File: config.mk
export PLATFORM = sky130hd
export DESIGN_NAME = cache_lru_replacer
export DESIGN_NICKNAME = d
export VERILOG_FILES = /design/src/rtl/cache_lru_replacer.sv
export SDC_FILE = /design/constraint.sdc
export NUM_CORES = 1
export LEC_CHECK = 0
export CORE_MARGIN = 2
export CORE_UTILIZATION = 43
export CTS_BUF_LIST = sky130_fd_sc_hd__clkbuf_4 sky130_fd_sc_hd__clkbuf_8
export DETAILED_ROUTE_END_ITERATION = 10
export GPL_TIMING_DRIVEN = 0
export PLACE_DENSITY = 0.59
export SYNTH_ARGS = -nofsm -noshare
export SYNTH_HDL_FRONTEND = slang
export SYNTH_SLANG_ARGS = --single-unit
File: constraint.sdc
create_clock -name CLK -period 7.4 [get_ports CLK]
set_input_delay 1.48 -clock CLK [delete_from_list [all_inputs] [get_ports CLK]]
set_output_delay 1.48 -clock CLK [all_outputs]
set_load 0.005 [all_outputs]
File: src/rtl/cache_lru_replacer.sv
// cache_lru_replacer
//   True-LRU replacement tracker, one age vector per set. Touches (hits or
//   fills) age the set. Lookups return a registered victim one cycle later.
//   An invalid way wins over the LRU way.
//
//   Ports
//     CLK, Reset     clock; asynchronous active-high reset
//     flush          synchronous return of all sets to the reset ordering
//     touch_en/_set/_way    record an access to (set, way)
//     lookup_req/_set       request a victim for a set
//     way_valid      valid bits of lookup_set's ways, sampled with lookup_req
//     victim_valid   one-cycle response pulse
//     victim_way     chosen victim; holds its value between pulses
//
//   Age 0 = MRU, age NUM_WAYS-1 = LRU. Within a set the ages are always a
//   permutation of 0..NUM_WAYS-1.

// Per-way aging step. Only the touched set's row is fed through these lanes.
module lru_age_lane #(
   parameter int WAY_W = 2
) (
   input  logic [WAY_W-1:0] old_age,
   input  logic [WAY_W-1:0] hit_age,
   input  logic             is_hit,
   output logic [WAY_W-1:0] new_age
);
   // Only ages below the hit age move, so the increment cannot wrap.
   assign new_age = is_hit               ? '0 :
                    (old_age < hit_age)  ? old_age + WAY_W'(1) :
                                           old_age;
endmodule

module cache_lru_replacer #(
   parameter int NUM_WAYS = 4,
   parameter int NUM_SETS = 16,
   parameter int WAY_W    = $clog2(NUM_WAYS),
   parameter int SET_W    = (NUM_SETS > 1) ? $clog2(NUM_SETS) : 1
) (
   input  logic                CLK,
   input  logic                Reset,
   input  logic                flush,
   input  logic                touch_en,
   input  logic [SET_W-1:0]    touch_set,
   input  logic [WAY_W-1:0]    touch_way,
   input  logic                lookup_req,
   input  logic [SET_W-1:0]    lookup_set,
   input  logic [NUM_WAYS-1:0] way_valid,
   output logic                victim_valid,
   output logic [WAY_W-1:0]    victim_way
);

   localparam logic [WAY_W-1:0] LRU_AGE = WAY_W'(NUM_WAYS - 1);

   logic [NUM_SETS-1:0][NUM_WAYS-1:0][WAY_W-1:0] ages;
   logic [NUM_WAYS-1:0][WAY_W-1:0]               rst_row, t_row, t_next, l_row;
   logic [WAY_W-1:0]                             hit_age, vic;
   logic                                         way_ok, set_ok, touch_go;
   logic                                         accept, vld_q, rst_hold;

   // Indices beyond NUM_WAYS/NUM_SETS only exist for non-power-of-two sizes.
   generate
      if (NUM_WAYS == (1 << WAY_W)) begin : g_way_full
         assign way_ok = 1'b1;
      end else begin : g_way_part
         assign way_ok = (touch_way < WAY_W'(NUM_WAYS));
      end
      if (NUM_SETS == (1 << SET_W)) begin : g_set_full
         assign set_ok = 1'b1;
      end else begin : g_set_part
         assign set_ok = (touch_set < SET_W'(NUM_SETS));
      end
   endgenerate

   assign t_row    = ages[touch_set];
   assign l_row    = ages[lookup_set];
   assign hit_age  = t_row[touch_way];
   assign touch_go = touch_en && way_ok && set_ok;

   genvar g;
   generate
      for (g = 0; g < NUM_WAYS; g++) begin : g_lane
         assign rst_row[g] = WAY_W'(g);
         lru_age_lane #(.WAY_W(WAY_W)) u_lane (
            .old_age (t_row[g]),
            .hit_age (hit_age),
            .is_hit  (touch_way == WAY_W'(g)),
            .new_age (t_next[g])
         );
      end
   endgenerate

   always_ff @(posedge CLK or posedge Reset) begin
      if (Reset)
         ages <= {NUM_SETS{rst_row}};
      else if (flush)
         ages <= {NUM_SETS{rst_row}};
      else if (touch_go)
         ages[touch_set] <= t_next;
   end

   // Victim from pre-touch state: lowest invalid way, else the LRU way.
   always_comb begin
      logic found;
      vic   = '0;
      found = 1'b0;
      for (int w = 0; w < NUM_WAYS; w++) begin
         if (!found && !way_valid[w]) begin
            vic   = WAY_W'(w);
            found = 1'b1;
         end
      end
      if (!found) begin
         for (int w = 0; w < NUM_WAYS; w++) begin
            if (l_row[w] == LRU_AGE)
               vic = WAY_W'(w);
         end
      end
   end

   // rst_hold masks lookups on the first edge after Reset drops, so a lookup
   // held across reset never produces a pulse.
   assign accept = lookup_req && !flush && !rst_hold;

   always_ff @(posedge CLK or posedge Reset) begin
      if (Reset) begin
         vld_q      <= 1'b0;
         victim_way <= '0;
         rst_hold   <= 1'b1;
      end else if (flush) begin
         vld_q      <= 1'b0;
         victim_way <= '0;
         rst_hold   <= 1'b0;
      end else begin
         vld_q    <= accept;
         rst_hold <= 1'b0;
         if (accept)
            victim_way <= vic;
      end
   end

   assign victim_valid = vld_q;

endmodule
* Yosys cells after proc, flatten, opt, wreduce, memory -nomap -nowiden
Cells that the tools add are included.
Storage, ports and cells: input bits 19, output and inout bits 3, logic and storage cells 136, bits in registers 132
Operators by class: multiplexer cells 34, add/sub/neg operators 4, reduce and logical (&&, ||, !) cells 16, eq/ne operators 7, magnitude comparators 8
Operators with widths (number):
- 128-bit 2-to-1 mux | 2
- 128-bit bitwise mux | 1
- 8-bit binary-select mux with 4-bit select | 2
- 2-bit 2-to-1 mux | 18
- 8-bit demux with 4-bit select | 1
- 8-bit 2-to-1 mux | 3
- 2-bit == test, second input constant | 6
- 4-bit by 5-bit less-than comparator with 1-bit output, second input constant | 2
- 2-bit by 1-bit adder with 2-bit output, second input constant | 4
- 2-bit less-than comparator | 4
- 1-bit logical NOT | 7
- 1-bit logical AND | 6
- 1-bit 2-to-1 mux | 6
- 2-bit binary-select mux with 2-bit select | 1
- 4-bit by 1-bit greater-or-equal comparator with 1-bit output, second input constant | 1
- 2-bit nonzero test | 2
- 2-bit by 3-bit less-than comparator with 1-bit output, second input constant | 1
- 2-bit by 1-bit == test with 1-bit output, second input constant | 1
- 2-bit logical NOT | 1

* Logic depth before layout (Yosys ltp)
word-level depth 16, mapped depth 14, depth with buffers taken out 9

* Cells and area by module
Synthesis repeated with hierarchy kept, for this count alone.
Second synthesis, totals: cell total of the unflattened synthesis 711, area, all modules 7671.1 um^2
Modules (own cells, without submodules):
- cache_lru_replacer | area an instance 7425.9 um^2, seq. area each 3384.5 um^2, cells each 675, times used 1
- lru_age_lane | area an instance 61.3 um^2, seq. area each 0.0 um^2, cells each 9, times used 4

* Worst setup path before layout
Ideal clock, no wire load.
path type in2reg, from input touch_set[0], to register ages[14] (netlist name), buffers on the path 4, path slack 2553 ps, stages 12, arrival time 4750 ps, setup time 97 ps, required time 7303 ps, path through buf_6 > buf_6 > mux4_1 > mux4_2 > mux4_2 > inv_1 > ha_1 > buf_2 > o41ai_2 > buf_2 > o2bb2ai_1 > a211oi_1
Between the ends: longest elaborated chain between the ends 10, elaborated cells on any way between the ends 16, those cells by class add/sub: 1; order compare: 3; mux: 11; reduce/logical: 1
RTL lines:
- from (decl) | RTL line 43 | input logic [SET_W-1:0] touch_set,
- 8-bit binary-select mux with 4-bit select | RTL line 74 | assign t_row = ages[touch_set];
- 8-bit 2-to-1 mux (implied by the code) | RTL line 74
- 2-bit binary-select mux with 2-bit select | RTL line 76 | assign hit_age = t_row[touch_way];
- 2-bit 2-to-1 mux (implied by the code) | RTL line 76
- 2-bit less-than comparator | RTL line 29 | (old_age < hit_age) ? old_age + WAY_W'(1) :
- 2-bit 2-to-1 mux | RTL line 29
- 2-bit 2-to-1 mux | RTL line 28 | assign new_age = is_hit ? '0 :
- 128-bit bitwise mux (*) | RTL line 98 | ages[touch_set] <= t_next;
- 128-bit 2-to-1 mux (*) | RTL line 97 | else if (touch_go)
- 128-bit 2-to-1 mux (*) | RTL line 95 | else if (flush)
- to (signal assigned) | RTL line 94 | ages <= {NUM_SETS{rst_row}};
- to (signal assigned) | RTL line 96 | ages <= {NUM_SETS{rst_row}};
- to (signal, indexed assignment) | RTL line 98
- to (decl) | RTL line 54 | logic [NUM_SETS-1:0][NUM_WAYS-1:0][WAY_W-1:0] ages;
Every way passes the cells marked *; elsewhere a longest branch is shown, timed or not. The select of a mux whose other input is x is not followed. A chain may end at the register's enable or synchronous reset.

* Final worst setup path
from input touch_set[1], to register ages[38] (netlist name)
Same word-level chain as after synthesis.

==> impl_metrics.json <==
{
  "grt_first_pass_wirelength_mm": 46.86,
  "pin_count": 22,
  "port_buffers": 14,
  "p_total_mw": 1.704,
  "setup_violations": 0,
  "netSwitchingFraction_pct": 30.50,
  "yosys_warnings": 0,
  "end_kind": "register",
  "highest_layer": "met4",
  "critPathArrivalTime_ns": 6.35,
  "synth_xor_area_share_pct": 0.1974,
  "synth-adder-area-share_pct": 0.6075,
  "met1Wirelength_mm": 12.71,
  "path_max_fanout": 10,
  "setup_slack_ns": 1.414,
  "drt-total-wl_mm": 31.46,
  "place_ws_ns": 0.9942,
  "min_period_ns": 5.986,
  "cts_resized": 0,
  "synth_area_per_cell_um2": 9.985,
  "seq_area_frac_synth_pct": 41.08,
  "drive_gt1_share_pct": 20.53,
  "cp.required_ns": 7.76,
  "antenna_left": 0,
  "cts_root_buf": "clkbuf_8",
  "max_freq_mhz": 167.0,
  "synthSimpleGateAreaFrac_pct": 16.56,
  "tritoncts": "built",
  "clock_latency_ns": 0.47,
  "track_usage_pct": 31.97,
  "via_per_inst": 6.986,
  "die_area_mm2": 0.02028,
  "ir_drop_mv": 0.1222,
  "vias": 7726,
  "cts_max_level": 4,
  "synth_seq_cells": 132,
  "final_common_cell": "nand2_1",
  "synth-edff-count": 0,
  "clk_path_buf_depth": 2,
  "post_dp_cell_area_mm2": 0.008703,
  "finalCritPeriodShare_pct": 80.90,
  "pwr_density_cell_mw_per_mm2": 186.2,
  "die_y_um": 142.4,
  "run_status": "complete, no violations",
  "grt_pass1_vias": 7473,
  "syn_nets": 848,
  "drcViolationCount": 0,
  "async_reset_ff_share_pct": 100.0,
  "drv_slew": 0,
  "die_w_um": 142.4,
  "relSlewSlack_pct": 26.28,
  "cts_sinks": 132,
  "synth_compound_area_share_pct": 24.54,
  "dp_hpwl_mm": 23.99,
  "wl_met3_mm": 3.559,
  "cap_violations": 0,
  "p_leak_nw": 3.397,
  "wl_met2_mm": 13.94,
  "grt_max_degree": 89,
  "p_int_mw": 1.184,
  "coreArea_mm2": 0.01877,
  "first_pass_iters": 5,
  "wire_per_inst_um": 28.45,
  "skew_ns": 0.01265,
  "syn_area_mm2": 0.008238,
  "num_antenna_cells": 0,
  "antenna_found_initial": 1,
  "synth_top_family_by_area": "compound AO/OA/AOI/OAI gates",
  "syn_inst": 825,
  "gp_congestion": 1.013,
  "cts_hold_buf": 0,
  "critPathLaunchType": "input pin",
  "p_comb_share_pct": 14.8,
  "hold_viol": 0,
  "critPathKind": "in2reg",
  "synth.distinct_cells": 71,
  "final_cell_mix": "nand2_1 (105), nor2_1 (69), dfrtp_1 (67), dfstp_2 (65), o21ai_0 (46)",
  "tightestPinTransition_ns": 1.097,
  "tns_ns": 0,
  "numCtsBuffers": 17,
  "finalNonFillerCells": 1106,
  "fin_area_mm2": 0.009153,
  "p_seq_share_pct": 43.8,
  "rsz0062_at_grt": "false",
  "drtIter0Drc": 949,
  "power.switching_mw": 0.5197,
  "p_clk_share_pct": 41.4,
  "overflow": 0,
  "syn_to_final_growth_pct": 11.10,
  "final_nets": 882,
  "place_inst": 1074,
  "cts_setup_buffers": 0,
  "synthMuxAreaShare_pct": 12.21,
  "num_rows": 50,
  "synthFlopType": "dfrtp_1",
  "clk_pin_slew_ns": 0.08,
  "start_util_pct": 43.89,
  "hp-class": "reg2reg"
}
[through the flow]
| step | util (%) | hold WS [ns] |
|---|---|---|
| 2_1_floorplan | - | 0.4646 |
| 4_1_cts | 48.73 | 0.5164 |
| 5_1_grt | 48.77 | 0.5361 |
| 6_report | 48.77 | 0.5118 |
| 3_5_place_dp | 46.37 | 0.4984 |
| 3_3_place_gp | 46.20 | 0.4800 |
[synth_stat cells (all sizes together) (3+ instances only)]
master | number | area [µm²]
or2 | 4 | 25.03
mux2i | 12 | 120.1
nand3b | 4 | 30.03
a41oi | 17 | 156.4
buf | 28 | 225.2
o2bb2ai | 16 | 140.1
and2 | 3 | 18.77
o22a | 16 | 140.1
nor4 | 3 | 18.77
nor2b | 7 | 43.79
nor3 | 10 | 50.05
a32oi | 17 | 156.4
nand3 | 43 | 215.2
a21oi | 32 | 171.4
nand2b | 4 | 25.02
o21ai | 49 | 249.0
inv | 7 | 26.28
a22o | 17 | 148.9
a21o | 14 | 105.1
a211oi | 14 | 110.1
a31oi | 9 | 62.56
nor2 | 69 | 259.0
dfrtp | 67 | 1677
or3 | 18 | 112.6
mux4 | 36 | 840.8
mux2 | 4 | 45.04
nand2 | 105 | 394.1
and3 | 18 | 112.6
o211ai | 14 | 105.1
clkbuf | 36 | 136.4
ha | 4 | 50.05
o21bai | 6 | 48.80
dfstp | 65 | 1708
o31ai | 33 | 252.7
[per-layer routing]
metal | track usage [%] | vias to the layer above
met5 | 0 | -
met4 | 13.13 | 0
met3 | 8.008 | 85
met2 | 48.11 | 538
met1 | 44.28 | 3868
li1 | - | 3235
[sequential cells by signal, indices dropped and copies added (netlist names)]
signal and flops:
victim_valid 1, rst_hold 1, victim_way 2, ages 128
[worst paths after layout]
| kind | start | to | slack, ns | cells after the start |
|---|---|---|---|---|
| worst max-delay path | touch_set[1] | ages[38] | 1.41 | 14 |
| worst min-delay path | ages[43] | ages[43] | 0.51 | 2 |
| worst max register to register | ages[47] | ages[38] | 3.16 | 10 |
| worst min register to register | ages[43] | ages[43] | 0.51 | 2 |
| max in group asynchronous | Reset | ages[95] | 5.18 | 3 |
| min in group asynchronous | Reset | ages[0] | 1.39 | 2 |
[power by group through the flow]
stage | Sequential [mW] | Combinational, mW | Clock (mW)
global route | 0.747 | 0.266 | 0.736
floorplan | 0.753 | 0.156 | 0
global placement | 0.757 | 0.237 | 0
detailed placement | 0.758 | 0.244 | 0
finish | 0.746 | 0.253 | 0.706
CTS | 0.745 | 0.245 | 0.705
[worst max-delay path, stage by stage]
cell and delay (ns):
clkdlybuf4s50_1 0.63, buf_6 0.23, buf_6 0.21, buf_6 0.22, mux4_2 0.38, mux4_2 0.59, mux4_2 0.48, inv_1 0.17
ha_1 0.25, buf_2 0.19, o41ai_2 0.81, buf_2 0.42, o2bb2ai_1 0.17, a211oi_1 0.08
[layout make-up]
class	count	area, µm²
Multi-Input combinational cell	621	4468
Tap cell	234	292.8
Fill cell	1755	9615
Timing Repair Buffer	15	167.7
Clock buffer	18	241.5
Inverter	8	35.03
Sequential cell	132	3385
Clock inverter	14	201.4
Buffer	64	361.6
[cell families (layout without fill, tap and decap cells)]
group                    count (synthesis)  count (layout)
AND/OR/NAND/NOR                        293             293
other                                    1               1
AO/OA/AOI/OAI                          270             270
multiplexers                            52              52
flip-flops                             132             132
adder cells (fa/ha/maj)                  4               4
XOR/XNOR                                 1               1
buffers and inverters                   72             119
No activity file was read; power rests on OpenSTA's default activity.
